<file path="src/rtl/fir_codec_pkg.sv">
// Shared definitions for the FIR filter, the I2S transmit serializer and the
// codec receiver: sample format and channel numbering.
package fir_codec_pkg;

    // Audio sample width, s.23 two's complement.
    localparam int SAMPLE_W = 24;

    // Channel indices used on every two-bit per-channel strobe.
    localparam int CH_LEFT  = 0;
    localparam int CH_RIGHT = 1;

    typedef logic signed [SAMPLE_W-1:0] sample_t;

endpackage : fir_codec_pkg

</file>
<file path="src/rtl/i2s_clk_gen.sv">
// I2S master clock generator: divides clk down to BCLK, counts bit slots of a
// stereo frame, drives LRCLK, and tells the data path where the next bit sits.
// All timing strobes refer to the tick cycle, the clk cycle just before a BCLK
// falling edge, so that registered data changes together with that edge.
module i2s_clk_gen #(
    parameter int SLOT_W   = 32,
    parameter int BCLK_DIV = 4,
    parameter int POS_W    = $clog2(SLOT_W)
) (
    input  logic             clk,
    input  logic             rst,
    output logic             tick_o,
    output logic             slot_start_o,
    output logic             slot_ch_o,
    output logic [POS_W-1:0] slot_pos_o,
    output logic             bclk_o,
    output logic             lrclk_o,
    output logic             frame_start_o
);

    localparam int DIV_W = $clog2(BCLK_DIV);
    localparam int BIT_W = $clog2(2 * SLOT_W);

    localparam logic [DIV_W-1:0] DIV_LAST = DIV_W'(BCLK_DIV - 1);
    localparam logic [DIV_W-1:0] DIV_HALF = DIV_W'(BCLK_DIV / 2);
    localparam logic [BIT_W-1:0] BIT_LAST = BIT_W'(2 * SLOT_W - 1);
    localparam logic [BIT_W-1:0] SLOT_LEN = BIT_W'(SLOT_W);

    logic [DIV_W-1:0] div_cnt_q, div_cnt_d;
    logic [BIT_W-1:0] bit_cnt_q, bit_cnt_d;
    logic [BIT_W-1:0] next_pos;
    logic             next_ch;
    logic             tick;
    logic             bclk_q;
    logic             lrclk_q;
    logic             frame_start_q;

    // Next-state for the divider and the bit counter, plus the slot position
    // the bit counter is about to enter.
    always_comb begin
        tick      = (div_cnt_q == DIV_LAST);
        div_cnt_d = tick ? '0 : div_cnt_q + 1'b1;
        bit_cnt_d = bit_cnt_q;
        if (tick) begin
            bit_cnt_d = (bit_cnt_q == BIT_LAST) ? '0 : bit_cnt_q + 1'b1;
        end
        next_ch  = (bit_cnt_d >= SLOT_LEN);
        next_pos = next_ch ? (bit_cnt_d - SLOT_LEN) : bit_cnt_d;
    end

    // Counters and the registered BCLK/LRCLK/frame_start outputs.
    always_ff @(posedge clk) begin
        if (rst) begin
            div_cnt_q     <= '0;
            bit_cnt_q     <= '0;
            bclk_q        <= 1'b0;
            lrclk_q       <= 1'b0;
            frame_start_q <= 1'b0;
        end else begin
            div_cnt_q     <= div_cnt_d;
            bit_cnt_q     <= bit_cnt_d;
            bclk_q        <= (div_cnt_d >= DIV_HALF);
            frame_start_q <= tick && (bit_cnt_d == '0);
            if (tick) begin
                lrclk_q <= next_ch;
            end
        end
    end

    assign tick_o        = tick;
    assign slot_start_o  = tick && (next_pos == '0);
    assign slot_ch_o     = next_ch;
    assign slot_pos_o    = next_pos[POS_W-1:0];
    assign bclk_o        = bclk_q;
    assign lrclk_o       = lrclk_q;
    assign frame_start_o = frame_start_q;

endmodule : i2s_clk_gen

</file>
<file path="src/rtl/i2s_tx_serializer.sv">
// I2S (Philips) master transmitter fed by the FIR filter. Each channel keeps
// one staged sample and a fresh flag; at every slot start the staged sample of
// that channel is loaded into the shift register and sent MSB first, one BCLK
// after the LRCLK edge. Frame rate comes from the clock generator only, so a
// missing sample resends the previous one (underrun) and an unsent sample that
// gets overwritten is reported as overrun.
module i2s_tx_serializer
    import fir_codec_pkg::*;
#(
    parameter int DATA_W   = SAMPLE_W,
    parameter int SLOT_W   = 32,
    parameter int BCLK_DIV = 4
) (
    input  logic                     clk,
    input  logic                     rst,
    input  logic [1:0]               din_valid,
    input  logic signed [DATA_W-1:0] din,
    output logic                     bclk_o,
    output logic                     lrclk_o,
    output logic                     sdata_o,
    output logic                     frame_start,
    output logic                     overrun,
    output logic                     underrun
);

    localparam int POS_W = $clog2(SLOT_W);

    logic                     tick;
    logic                     slot_start;
    logic                     slot_ch;
    logic [POS_W-1:0]         slot_pos;

    logic signed [DATA_W-1:0] staged_q [2];
    logic [1:0]               fresh_q, fresh_d;
    logic signed [DATA_W-1:0] shreg_q, shreg_d;
    logic                     sdata_q, sdata_d;
    logic                     overrun_q, overrun_d;
    logic                     underrun_q, underrun_d;
    logic [1:0]               load_vec;

    // True for slot positions that carry a sample bit (1..DATA_W); position 0
    // is the one-bit I2S delay and positions past DATA_W are padding.
    function automatic logic is_data_bit(input logic [POS_W-1:0] pos);
        return (pos != '0) && (int'(pos) <= DATA_W);
    endfunction

    i2s_clk_gen #(
        .SLOT_W   (SLOT_W),
        .BCLK_DIV (BCLK_DIV),
        .POS_W    (POS_W)
    ) u_clk_gen (
        .clk           (clk),
        .rst           (rst),
        .tick_o        (tick),
        .slot_start_o  (slot_start),
        .slot_ch_o     (slot_ch),
        .slot_pos_o    (slot_pos),
        .bclk_o        (bclk_o),
        .lrclk_o       (lrclk_o),
        .frame_start_o (frame_start)
    );

    // Fresh flags, error pulses and the shift/serial data path. A write that
    // coincides with the load of its own channel is not an overrun: the load
    // takes the old sample and the new one stays fresh for the next frame.
    always_comb begin
        load_vec[CH_LEFT]  = slot_start && (slot_ch == 1'b0);
        load_vec[CH_RIGHT] = slot_start && (slot_ch == 1'b1);

        overrun_d  = |(din_valid & fresh_q & ~load_vec);
        underrun_d = slot_start && !fresh_q[slot_ch];
        fresh_d    = (fresh_q & ~load_vec) | din_valid;

        shreg_d = shreg_q;
        sdata_d = sdata_q;
        if (tick) begin
            if (slot_start) begin
                shreg_d = staged_q[slot_ch];
                sdata_d = 1'b0;
            end else if (is_data_bit(slot_pos)) begin
                sdata_d = shreg_q[DATA_W-1];
                shreg_d = shreg_q << 1;
            end else begin
                sdata_d = 1'b0;
            end
        end
    end

    // Staging registers: written from the filter on any cycle.
    always_ff @(posedge clk) begin
        if (rst) begin
            staged_q[CH_LEFT]  <= '0;
            staged_q[CH_RIGHT] <= '0;
        end else begin
            if (din_valid[CH_LEFT]) begin
                staged_q[CH_LEFT] <= din;
            end
            if (din_valid[CH_RIGHT]) begin
                staged_q[CH_RIGHT] <= din;
            end
        end
    end

    // Fresh flags, shift register, serial data and the error pulses.
    always_ff @(posedge clk) begin
        if (rst) begin
            fresh_q    <= '0;
            shreg_q    <= '0;
            sdata_q    <= 1'b0;
            overrun_q  <= 1'b0;
            underrun_q <= 1'b0;
        end else begin
            fresh_q    <= fresh_d;
            shreg_q    <= shreg_d;
            sdata_q    <= sdata_d;
            overrun_q  <= overrun_d;
            underrun_q <= underrun_d;
        end
    end

    assign sdata_o  = sdata_q;
    assign overrun  = overrun_q;
    assign underrun = underrun_q;

endmodule : i2s_tx_serializer

</file>
<file path="config.mk">
export PLATFORM = sky130hd
export DESIGN_NAME = i2s_tx_serializer
export DESIGN_NICKNAME = d
export VERILOG_FILES = /design/src/rtl/fir_codec_pkg.sv /design/src/rtl/i2s_clk_gen.sv /design/src/rtl/i2s_tx_serializer.sv
export SDC_FILE = /design/constraint.sdc
export NUM_CORES = 1
export LEC_CHECK = 0
export ABC_AREA = 1
export CAP_MARGIN = 10
export CORE_UTILIZATION = 25
export CTS_BUF_LIST = sky130_fd_sc_hd__clkbuf_4 sky130_fd_sc_hd__clkbuf_8 sky130_fd_sc_hd__clkbuf_16
export CTS_CLUSTER_DIAMETER = 200
export DETAILED_ROUTE_END_ITERATION = 7
export PLACE_DENSITY = 0.49
export SLEW_MARGIN = 20
export SYNTH_ARGS = -nofsm -noshare
export SYNTH_HDL_FRONTEND = slang
export SYNTH_SLANG_ARGS = --single-unit
</file>
<file path="constraint.sdc">
create_clock -name clk -period 2.1 [get_ports clk]
set_input_delay 0.42 -clock clk [delete_from_list [all_inputs] [get_ports clk]]
set_output_delay 0.42 -clock clk [all_outputs]
set_load 0.005 [all_outputs]
</file>
==> results of run 1 <==
-- layout by cell type, fill, tap and decap left out, drive strengths merged --
cell	Yosys	routed
nand2	55	55
xnor2	1	1
o21ai	7	7
buf	17	20
nand3	50	50
bufinv	0	2
nor2	89	89
o31ai	1	1
a21oi	25	25
or2	1	1
clkbuf	8	11
edfxtp	48	48
clkdlybuf4s50	0	33
ha	2	2
dfxtp	39	39
a21boi	1	1
o21bai	1	1
xor2	1	1
inv	83	83
nand4	25	25
nor3	3	3
clkinv	0	3
-- worst min-delay path, stage by stage, from the launching register on --
cell and delay (ns):
dfxtp_1 0.31, nand2_1 0.06, a21oi_1 0.05
-- cells by family after synthesis --
logic type	synth area share, %
buffers and inverters	11.2
AOI/OAI and AO/OA	4.96
DFF	55.8
xor gates and xnor gates	0.440
adders and majority gates	0.628
and+or+nand+nor	27.0
-- worst min path at each step --
| stage | from | endpoint | depth (start not counted) | slack, ns |
|---|---|---|---|---|
| CTS | u_clk_gen.div_cnt_q[0]$_SDFF_PP0_ | u_clk_gen.div_cnt_q[0]$_SDFF_PP0_ | 1 | 0.43 |
| finish | shreg_q[0]$_SDFFE_PP0P_ | shreg_q[0]$_SDFFE_PP0P_ | 2 | 0.46 |
| floorplan | u_clk_gen.div_cnt_q[0]$_SDFF_PP0_ | u_clk_gen.div_cnt_q[0]$_SDFF_PP0_ | 1 | 0.40 |
| detailed placement | u_clk_gen.div_cnt_q[0]$_SDFF_PP0_ | u_clk_gen.div_cnt_q[0]$_SDFF_PP0_ | 1 | 0.42 |
| global route | u_clk_gen.div_cnt_q[0]$_SDFF_PP0_ | u_clk_gen.div_cnt_q[0]$_SDFF_PP0_ | 1 | 0.49 |
| global placement | u_clk_gen.div_cnt_q[0]$_SDFF_PP0_ | u_clk_gen.div_cnt_q[0]$_SDFF_PP0_ | 1 | 0.41 |
-- where the power goes --
| group | internal (W) | switching [W] |
|---|---|---|
| combinational | 0.000265 | 0.000305 |
| sequential | 0.00194 | 0.0000420 |
| clock | 0.00104 | 0.000610 |
-- stage by stage --
stage | utilization [%] | setup WS [ns] | total power [W] | hold slack [ns] | instances
2_1_floorplan | - | 0.283 | 0.00234 | 0.402 | 457
3_3_place_gp | 30.4 | 0.187 | 0.00252 | 0.413 | 693
3_5_place_dp | 30.4 | 0.146 | 0.00253 | 0.418 | 693
4_1_cts | 32.4 | 0.126 | 0.00420 | 0.429 | 708
5_1_grt | 33.0 | 0.0187 | 0.00439 | 0.493 | 712
6_report | 33.0 | 0.206 | 0.00420 | 0.465 | 712
-- routing by layer --
metal	track usage (%)	wire length, um
met5	0	0
met3	2.84	250
met1	11.2	3410
met4	4.50	142
met2	19.5	4070
-- area by class of cell --
type                            count  area (um^2)
Timing Repair Buffer               54          626
Clock buffer                       10          233
Clock inverter                      5         75.1
Tap cell                          211          264
Sequential cell                    87         2220
Inverter                           83          312
Fill cell                        1575        10300
Multi-Input combinational cell    262         1340
-- what timing repair did --
action / 4_1_cts / 5_1_grt
endpoints found under the setup margin: 0 / 22
gates resized for setup: 0 / 10
buffers inserted: 0 / 3
-- sequential cells by signal, indices dropped and copies added, names as in the netlist --
signal	flops
u_clk_gen.bit_cnt_q	6
u_clk_gen.lrclk_o	1
sdata_o	1
underrun	1
u_clk_gen.frame_start_o	1
overrun	1
u_clk_gen.bclk_o	1
shreg_q	24
staged_q	48
u_clk_gen.div_cnt_q	1
fresh_q	2
==> impl_metrics.py, run 1 <==
metrics = {
    "worst_setup_path": {
        "cp-startpoint": "u_clk_gen.bit_cnt_q[0]$_SDFF_PP0_",
        "cp_max_fo": 11,
        "slowest_stage": "dfxtp_2",
        "crit_end": "shreg_q[23]$_SDFFE_PP0P_",
        "rrSetupSlack_ns": 0.21,
        "max_stage_delay_ns": 0.35,
        "cpMostUsedCell": "nand2_1",
        "cp-end-kind": "flop",
        "crit_family": "simple AND/OR/NAND/NOR gates",
        "crit_required_ns": 2.33,
        "arrival_ns": 2.13,
        "worstPathCellList": "ha_2, inv_1, nor2_2, nand3_2, nand3_2, nand2_2, nor2_8, buf_12, nand2_1, nand2_1, nand3_1, nand2_1, inv_1",
        "cp.depth": 13,
        "r2r_end": "shreg_q[23]$_SDFFE_PP0P_",
        "crit_buf_inv": 3,
        "r2r_start": "u_clk_gen.bit_cnt_q[0]$_SDFF_PP0_",
        "r2r_cells": 13,
        "start_kind": "flop",
        "crit_type": "flop to flop",
    },
    "floorplan": {
        "rows": 45,
        "ios": 34,
        "die-area_um2": 16400,
        "fp.dieW_um": 128,
        "core_um2": 15400,
        "start_util_pct": 25.9,
        "die_h_um": 128,
    },
    "cts": {
        "cts_hold_buf": 0,
        "clock_path_buffers": 2,
        "clock_sinks": 87,
        "cts_tree": "done",
        "cts_max_level": 3,
        "clk_latency_ns": 0.34,
        "numCtsBuffers": 9,
        "path_clk_slew_ns": 0.06,
        "cts-root-buf": "clkbuf_16",
    },
    "pwr": {
        "p_per_area_nw_per_um2": 828,
        "ir_drop_mv": 0.439,
        "p_leak_nw": 2.06,
    },
    "logic_synthesis": {
        "ys_top_cells_by_area": "edfxtp_1 (36%), dfxtp_1 (20%), nor2_1 (8.0%)",
        "async_reset_ff_share_pct": 0,
        "netlist_area_um2": 3980,
        "yosysTopAreaCell": "edfxtp_1",
        "synthCells": 457,
        "synth.distinct_cells": 31,
        "yosysMostFrequentCell": "nor2_1",
        "synthFlopType": "edfxtp_1",
        "synth-edff-count": 48,
        "synth_common_cells": "nor2_1 (85), inv_1 (83), nand2_1 (50)",
        "syn_nets": 487,
        "synth_area_per_cell_um2": 8.71,
        "ys_seq_elements": 87,
        "synth_seq_area_share_pct": 55.8,
        "ys_warn_count": 0,
        "synth_top_area_share_pct": 36.2,
    },
    "grt": {
        "grt_usage_pct": 10.5,
        "grt_max_degree": 38,
        "grt_antenna_before_repair": 0,
        "grt_overflow": 0,
        "grt_pass1_vias": 2895,
        "grt_pass1_wl_um": 13300,
    },
    "route": {
        "drt-pass1-iter-count": 4,
        "drtIter0Drc": 81,
        "drc_errors": 0,
        "wl_per_cell_um": 11.0,
        "viasPerCell": 4.11,
        "num_vias": 2929,
        "drt_wl_total_um": 7870,
        "ant_nets": 0,
    },
    "run": {
        "maxCapViolCount": 0,
    },
    "sta": {
        "min_period_ns": 1.89,
        "slew_headroom_pct": 72.0,
        "tightest_slew_ns": 0.420,
        "hold_viol_final": 0,
        "max_freq_mhz": 528,
        "finalMaxSlewViolations": 0,
        "setup_violations": 0,
        "rsz0062_at_grt": "false",
        "tns_ns": 0,
        "skew_ns": 0.00690,
        "period_share_pct": 90.2,
    },
    "placed_design": {
        "gp_congestion": 0.714,
        "postPlaceCellArea_um2": 4670,
        "dpl.hpwl_um": 4930,
        "port_buffers": 33,
    },
    "layout": {
        "finish.instance_area_um2": 5070,
        "insertedDiodeCount": 0,
        "final_nets": 527,
        "syn_to_final_growth_pct": 27.4,
        "drive_gt1_share_pct": 13.2,
    },
    "hold_path": {
        "hold_class": "flop to flop",
    },
    "status": {
        "outcome": "complete, no violations",
    },
}
Power figures use the tool's default switching activity.
==> run 2: changes to the inputs <==
--- a/config.mk
+++ b/config.mk
@@ -6,9 +6,9 @@
 export NUM_CORES = 1
 export LEC_CHECK = 0
 export ABC_AREA = 1
+export ABC_CLOCK_PERIOD_IN_PS = 2100
 export CAP_MARGIN = 10
 export CORE_UTILIZATION = 25
-export CTS_BUF_LIST = sky130_fd_sc_hd__clkbuf_4 sky130_fd_sc_hd__clkbuf_8 sky130_fd_sc_hd__clkbuf_16
 export CTS_CLUSTER_DIAMETER = 200
 export DETAILED_ROUTE_END_ITERATION = 7
 export PLACE_DENSITY = 0.49
==> run 2 against run 1 <==
Compared with the run above: sequential cell count unchanged; worst hold slack is the same; total power fell by 0.33%; setup slack about the same; first-iteration DRC count increased by 4.9%; cell count unchanged; fmax about the same; clock skew hardly changed; die area unchanged; largest cell class unchanged.
==> impl_metrics.py, run 2 (same netlist as run 1, synthesis figures left out) <==
metrics = {
    "cts": {
        "clock_sinks": 87,
        "clk_latency_ns": 0.34,
        "cts_tree": "done",
        "cts_hold_buf": 0,
        "cts_max_level": 3,
        "cts-root-buf": "clkbuf_16",
        "path_clk_slew_ns": 0.06,
        "numCtsBuffers": 9,
        "clock_path_buffers": 2,
    },
    "worst_setup_path": {
        "cp-startpoint": "u_clk_gen.bit_cnt_q[0]$_SDFF_PP0_",
        "crit_type": "flop to flop",
        "crit_required_ns": 2.34,
        "arrival_ns": 2.13,
        "cp_max_fo": 11,
        "cp-end-kind": "flop",
        "r2r_start": "u_clk_gen.bit_cnt_q[0]$_SDFF_PP0_",
        "r2r_cells": 13,
        "start_kind": "flop",
    },
    "pwr": {
        "ir_drop_mv": 0.439,
        "p_sw_share_pct": 22.8,
        "finalPower_w": 0.00419,
        "p_sw_w": 0.000956,
        "internal_power_w": 0.00323,
        "combPwrFrac_pct": 13.6,
        "p_leak_nw": 2.06,
        "p_per_area_nw_per_um2": 826,
        "seqPwrFrac_pct": 47.2,
        "p_clk_share_pct": 39.1,
    },
    "grt": {
        "grt_pass1_wl_um": 13300,
        "grt_pass1_vias": 2895,
        "grt_overflow": 0,
        "grt_usage_pct": 10.5,
        "grt_max_degree": 38,
        "grt_antenna_before_repair": 0,
    },
    "floorplan": {
        "rows": 45,
        "fp.dieW_um": 128,
        "die_h_um": 128,
        "core_um2": 15400,
        "ios": 34,
        "start_util_pct": 25.9,
        "die-area_um2": 16400,
    },
    "layout": {
        "final_cell_mix": "nor2_1 (84), inv_1 (83), nand2_1 (49)",
        "final_common_cell": "nor2_1",
        "drive_gt1_share_pct": 13.0,
        "largest_reg_flops": 48,
        "post-route-util_pct": 33.0,
        "final_nets": 527,
        "instances_no_fill": 712,
        "reg_top3": "staged_q (48), shreg_q (24), u_clk_gen.bit_cnt_q (6)",
        "insertedDiodeCount": 0,
        "largest_register": "staged_q",
        "syn_to_final_growth_pct": 27.3,
    },
    "route": {
        "drt-pass1-iter-count": 4,
        "wl_per_cell_um": 11.1,
        "drc_errors": 0,
        "ant_nets": 0,
        "num_vias": 2929,
        "drt_wl_total_um": 7870,
        "drtIter0Drc": 85,
        "viasPerCell": 4.11,
    },
    "placed_design": {
        "gp_congestion": 0.714,
        "dpl.hpwl_um": 4930,
        "port_buffers": 33,
        "dp_cells": 693,
    },
    "run": {
        "maxCapViolCount": 0,
    },
    "sta": {
        "setup_violations": 0,
        "max_freq_mhz": 528,
        "hold_ws_ns": 0.465,
        "tightest_slew_ns": 0.420,
        "period_share_pct": 90.2,
        "finalMaxSlewViolations": 0,
        "skew_ns": 0.00674,
        "rsz0062_at_grt": "false",
        "hold_viol_final": 0,
        "tns_ns": 0,
        "min_period_ns": 1.89,
        "slew_headroom_pct": 72.0,
    },
    "status": {
        "outcome": "complete, no violations",
    },
    "hold_path": {
        "hp-start": "shreg_q[0]$_SDFFE_PP0P_",
        "hold_class": "flop to flop",
        "worstHoldPathCells": 2,
    },
}
[run 2: cell counts in the layout (fill, tap and decap cells not counted)]
Identical to the previous run, type by type.
[run 2: layout make-up]
cell class / count / area (um^2)
Clock buffer: 10 / 229
Tap cell: 211 / 264
Inverter: 83 / 312
Timing Repair Buffer: 54 / 626
Sequential cell: 87 / 2220
Multi-Input combinational cell: 262 / 1340
Clock inverter: 5 / 75.1
Fill cell: 1576 / 10300
[run 2: metal layers]
metal	wire length (um)	vias up	GRT usage [%]
met3	222	10	2.84
met4	142	0	4.50
met2	4100	33	19.5
li1	-	1543	-
met1	3410	1343	11.2
met5	0	-	0
[run 2: critical path: stages, from the launching register on]
cell and delay [ns]:
dfxtp_2 0.35, ha_2 0.20, inv_1 0.05, nor2_2 0.14, nand3_2 0.11, nand3_2 0.11, nand2_2 0.11, nor2_8 0.21
buf_12 0.16, nand2_1 0.08, nand2_1 0.09, nand3_1 0.08, nand2_1 0.07, inv_1 0.04
[run 2: worst paths after layout]
kind	end	slack (ns)
hold / removal	shreg_q[0]$_SDFFE_PP0P_	0.46
setup / recovery	shreg_q[23]$_SDFFE_PP0P_	0.21
setup reg to reg	shreg_q[23]$_SDFFE_PP0P_	0.21
hold reg to reg	shreg_q[0]$_SDFFE_PP0P_	0.46
[run 2: power groups by stage]
stage / Clock (W) / Combinational, W / Sequential (W)
6_report: 0.00164 / 0.000571 / 0.00198
5_1_grt: 0.00175 / 0.000637 / 0.00199
4_1_cts: 0.00169 / 0.000517 / 0.00198
3_5_place_dp: 0 / 0.000514 / 0.00201
3_3_place_gp: 0 / 0.000510 / 0.00201
2_1_floorplan: 0 / 0.000333 / 0.00200
[run 2: timing repair]
action                     in CTS  in global routing
setup endpoints to repair       0                 22
setup buffers                   0                  3
resized for setup               0                 10
[run 2: through the flow]
step                      setup slack (ns)  area (um^2)
after floorplan                      0.283         3980
after global placement               0.187         4670
after detailed placement             0.146         4670
after CTS                            0.126         4970
after global routing                0.0187         5070
final                                0.206         5070
==> run 3: changes to the inputs <==
--- a/config.mk
+++ b/config.mk
@@ -11,7 +11,7 @@
 export CORE_UTILIZATION = 25
 export CTS_CLUSTER_DIAMETER = 200
 export DETAILED_ROUTE_END_ITERATION = 7
-export PLACE_DENSITY = 0.49
+export PLACE_DENSITY = 0.47
 export SLEW_MARGIN = 20
 export SYNTH_ARGS = -nofsm -noshare
 export SYNTH_HDL_FRONTEND = slang
==> run 3 against run 2 <==
Compared with the run above: worst hold slack worse by 0.034 ns; largest power group unchanged; fmax is 0.96% lower; sequential cell count stayed put; clock power is 13% lower; combinational power is 3% higher; clock skew is 0.0032 ns lower; sequential power hardly changed; cell count is 0.42% higher; setup slack worse by 0.018 ns.
==> impl_metrics.py, run 3 (same netlist as run 1, synthesis figures left out) <==
metrics = {
    "status": {
        "outcome": "complete, no violations",
    },
    "worst_setup_path": {
        "rrSetupSlack_ns": 0.19,
        "cp-end-kind": "flop",
        "crit_type": "flop to flop",
        "cp_max_fo": 4,
        "r2r_cells": 14,
        "r2r_start": "u_clk_gen.bit_cnt_q[0]$_SDFF_PP0_",
        "crit_required_ns": 2.33,
        "start_kind": "flop",
        "arrival_ns": 2.14,
        "r2r_end": "shreg_q[23]$_SDFFE_PP0P_",
    },
    "layout": {
        "final_common_cell": "nor2_1",
        "reg_top3": "staged_q (48), shreg_q (24), u_clk_gen.bit_cnt_q (6)",
        "post-route-util_pct": 32.8,
        "largest_register": "staged_q",
        "final_cell_mix": "nor2_1 (84), inv_1 (83), nand2_1 (49)",
        "drive_gt1_share_pct": 13.5,
        "seqCellArea_um2": 2230,
        "syn_to_final_growth_pct": 26.5,
        "final_nets": 529,
        "largest_reg_flops": 48,
        "insertedDiodeCount": 0,
        "finish.instance_area_um2": 5040,
        "multi_input_area_um2": 1350,
        "filler_cell_count": 1604,
    },
    "sta": {
        "rsz0062_at_grt": "false",
        "tns_ns": 0,
        "tightest_slew_ns": 0.414,
        "hold_ws_ns": 0.430,
        "finalMaxSlewViolations": 0,
        "slew_headroom_pct": 72.4,
        "min_period_ns": 1.91,
        "period_share_pct": 91.1,
        "setup_violations": 0,
        "hold_viol_final": 0,
        "skew_ns": 0.00353,
        "max_freq_mhz": 523,
    },
    "cts": {
        "clk_latency_ns": 0.33,
        "numCtsBuffers": 9,
        "cts-root-buf": "clkbuf_16",
        "clock_sinks": 87,
        "cts_hold_buf": 0,
        "cts_max_level": 3,
        "path_clk_slew_ns": 0.06,
        "cts_tree": "done",
        "clock_path_buffers": 2,
    },
    "floorplan": {
        "ios": 34,
        "die-area_um2": 16400,
        "fp.dieW_um": 128,
        "core_um2": 15400,
        "die_h_um": 128,
        "rows": 45,
        "start_util_pct": 25.9,
    },
    "route": {
        "viasPerCell": 4.11,
        "ant_nets": 0,
        "num_vias": 2941,
        "wl_per_cell_um": 11.3,
        "drc_errors": 0,
        "drt_wl_total_um": 8080,
        "drt-pass1-iter-count": 5,
        "drtIter0Drc": 175,
    },
    "grt": {
        "met2_usage_pct": 17.1,
        "grt_max_degree": 38,
        "grt_usage_pct": 10.6,
        "grt_overflow": 0,
        "grt_util_met3_pct": 2.63,
        "grt_antenna_before_repair": 0,
        "grt_pass1_wl_um": 13500,
        "grt_pass1_vias": 2768,
        "grtUsageMet1_pct": 13.5,
        "grt.busiest_layer": "met2",
    },
    "hold_path": {
        "worstHoldPathCells": 1,
        "hp-start": "u_clk_gen.div_cnt_q[0]$_SDFF_PP0_",
        "min_to": "u_clk_gen.div_cnt_q[0]$_SDFF_PP0_",
        "hold_class": "flop to flop",
    },
    "pwr": {
        "p_per_area_nw_per_um2": 794,
        "p_leak_nw": 2.03,
        "ir_drop_mv": 0.337,
    },
    "placed_design": {
        "postPlaceCellArea_um2": 4650,
        "gp_congestion": 0.720,
        "dpl.hpwl_um": 5100,
        "port_buffers": 33,
    },
    "run": {
        "maxCapViolCount": 0,
    },
}
## run 3: changes by cell type in the layout (fill, tap and decap cells not counted), sizes merged
cell	delta
clkinvlp	+1
bufinv	-2
clkbuf	+2
clkinv	+1
buf	+1
## run 3: critical path, cell delays in order (launching register included)
cell	delay, ns
dfxtp_2	0.35
ha_2	0.19
inv_1	0.06
nor2_4	0.12
nand3_2	0.10
nand3_2	0.12
nand2_2	0.11
nor2_8	0.13
clkbuf_2	0.17
buf_4	0.13
nand2_1	0.08
nand2_1	0.08
nand3_1	0.07
nand2_1	0.06
inv_1	0.03
## run 3: cell type report
type                       instances  area share [%]
tap                              211            5.24
sequential                        87            44.2
clock inverter                     5           0.472
inverter                          83            6.19
timing repair buffer              56            12.3
clock buffer                      11            4.82
multi-input combinational        262            26.8
## run 3: stage by stage
| step | setup slack [ns] | total power (W) | cells |
|---|---|---|---|
| finish | 0.187 | 0.00400 | 715 |
| global route | 0.0129 | 0.00420 | 715 |
| CTS | 0.0248 | 0.00397 | 709 |
| detailed placement | 0.0532 | 0.00253 | 693 |
| global placement | 0.136 | 0.00252 | 693 |
| floorplan | 0.283 | 0.00234 | 457 |
## run 3: where the power goes
group	switching [W]	total [W]	internal, W
Clock	0.000608	0.00143	0.000819
Combinational	0.000310	0.000587	0.000277
Sequential	0.0000449	0.00198	0.00194
## run 3: worst max path at each step
stage | depth (start not counted) | endpoint | start | slack, ns
after floorplan | 12 | shreg_q[18]$_SDFFE_PP0P_ | u_clk_gen.bclk_o$_SDFF_PP0_ | 0.28
after global placement | 13 | shreg_q[16]$_SDFFE_PP0P_ | u_clk_gen.div_cnt_q[0]$_SDFF_PP0_ | 0.14
after detailed placement | 13 | shreg_q[9]$_SDFFE_PP0P_ | u_clk_gen.div_cnt_q[0]$_SDFF_PP0_ | 0.05
after CTS | 13 | shreg_q[9]$_SDFFE_PP0P_ | u_clk_gen.div_cnt_q[0]$_SDFF_PP0_ | 0.02
after global routing | 14 | shreg_q[21]$_SDFFE_PP0P_ | u_clk_gen.bit_cnt_q[0]$_SDFF_PP0_ | 0.01
final | 14 | shreg_q[23]$_SDFFE_PP0P_ | u_clk_gen.bit_cnt_q[0]$_SDFF_PP0_ | 0.19
## run 3: metal layers
layer / vias to the layer above / share of wire (%)
met5: - / 0
met4: 0 / 1.6
met3: 6 / 2.8
met2: 38 / 48
met1: 1351 / 48
li1: 1546 / -
## run 3: timing repair
| action | CTS | global route |
|---|---|---|
| setup buffers | 0 | 5 |
| gates resized for setup | 0 | 11 |
| endpoints found under the setup margin | 0 | 26 |
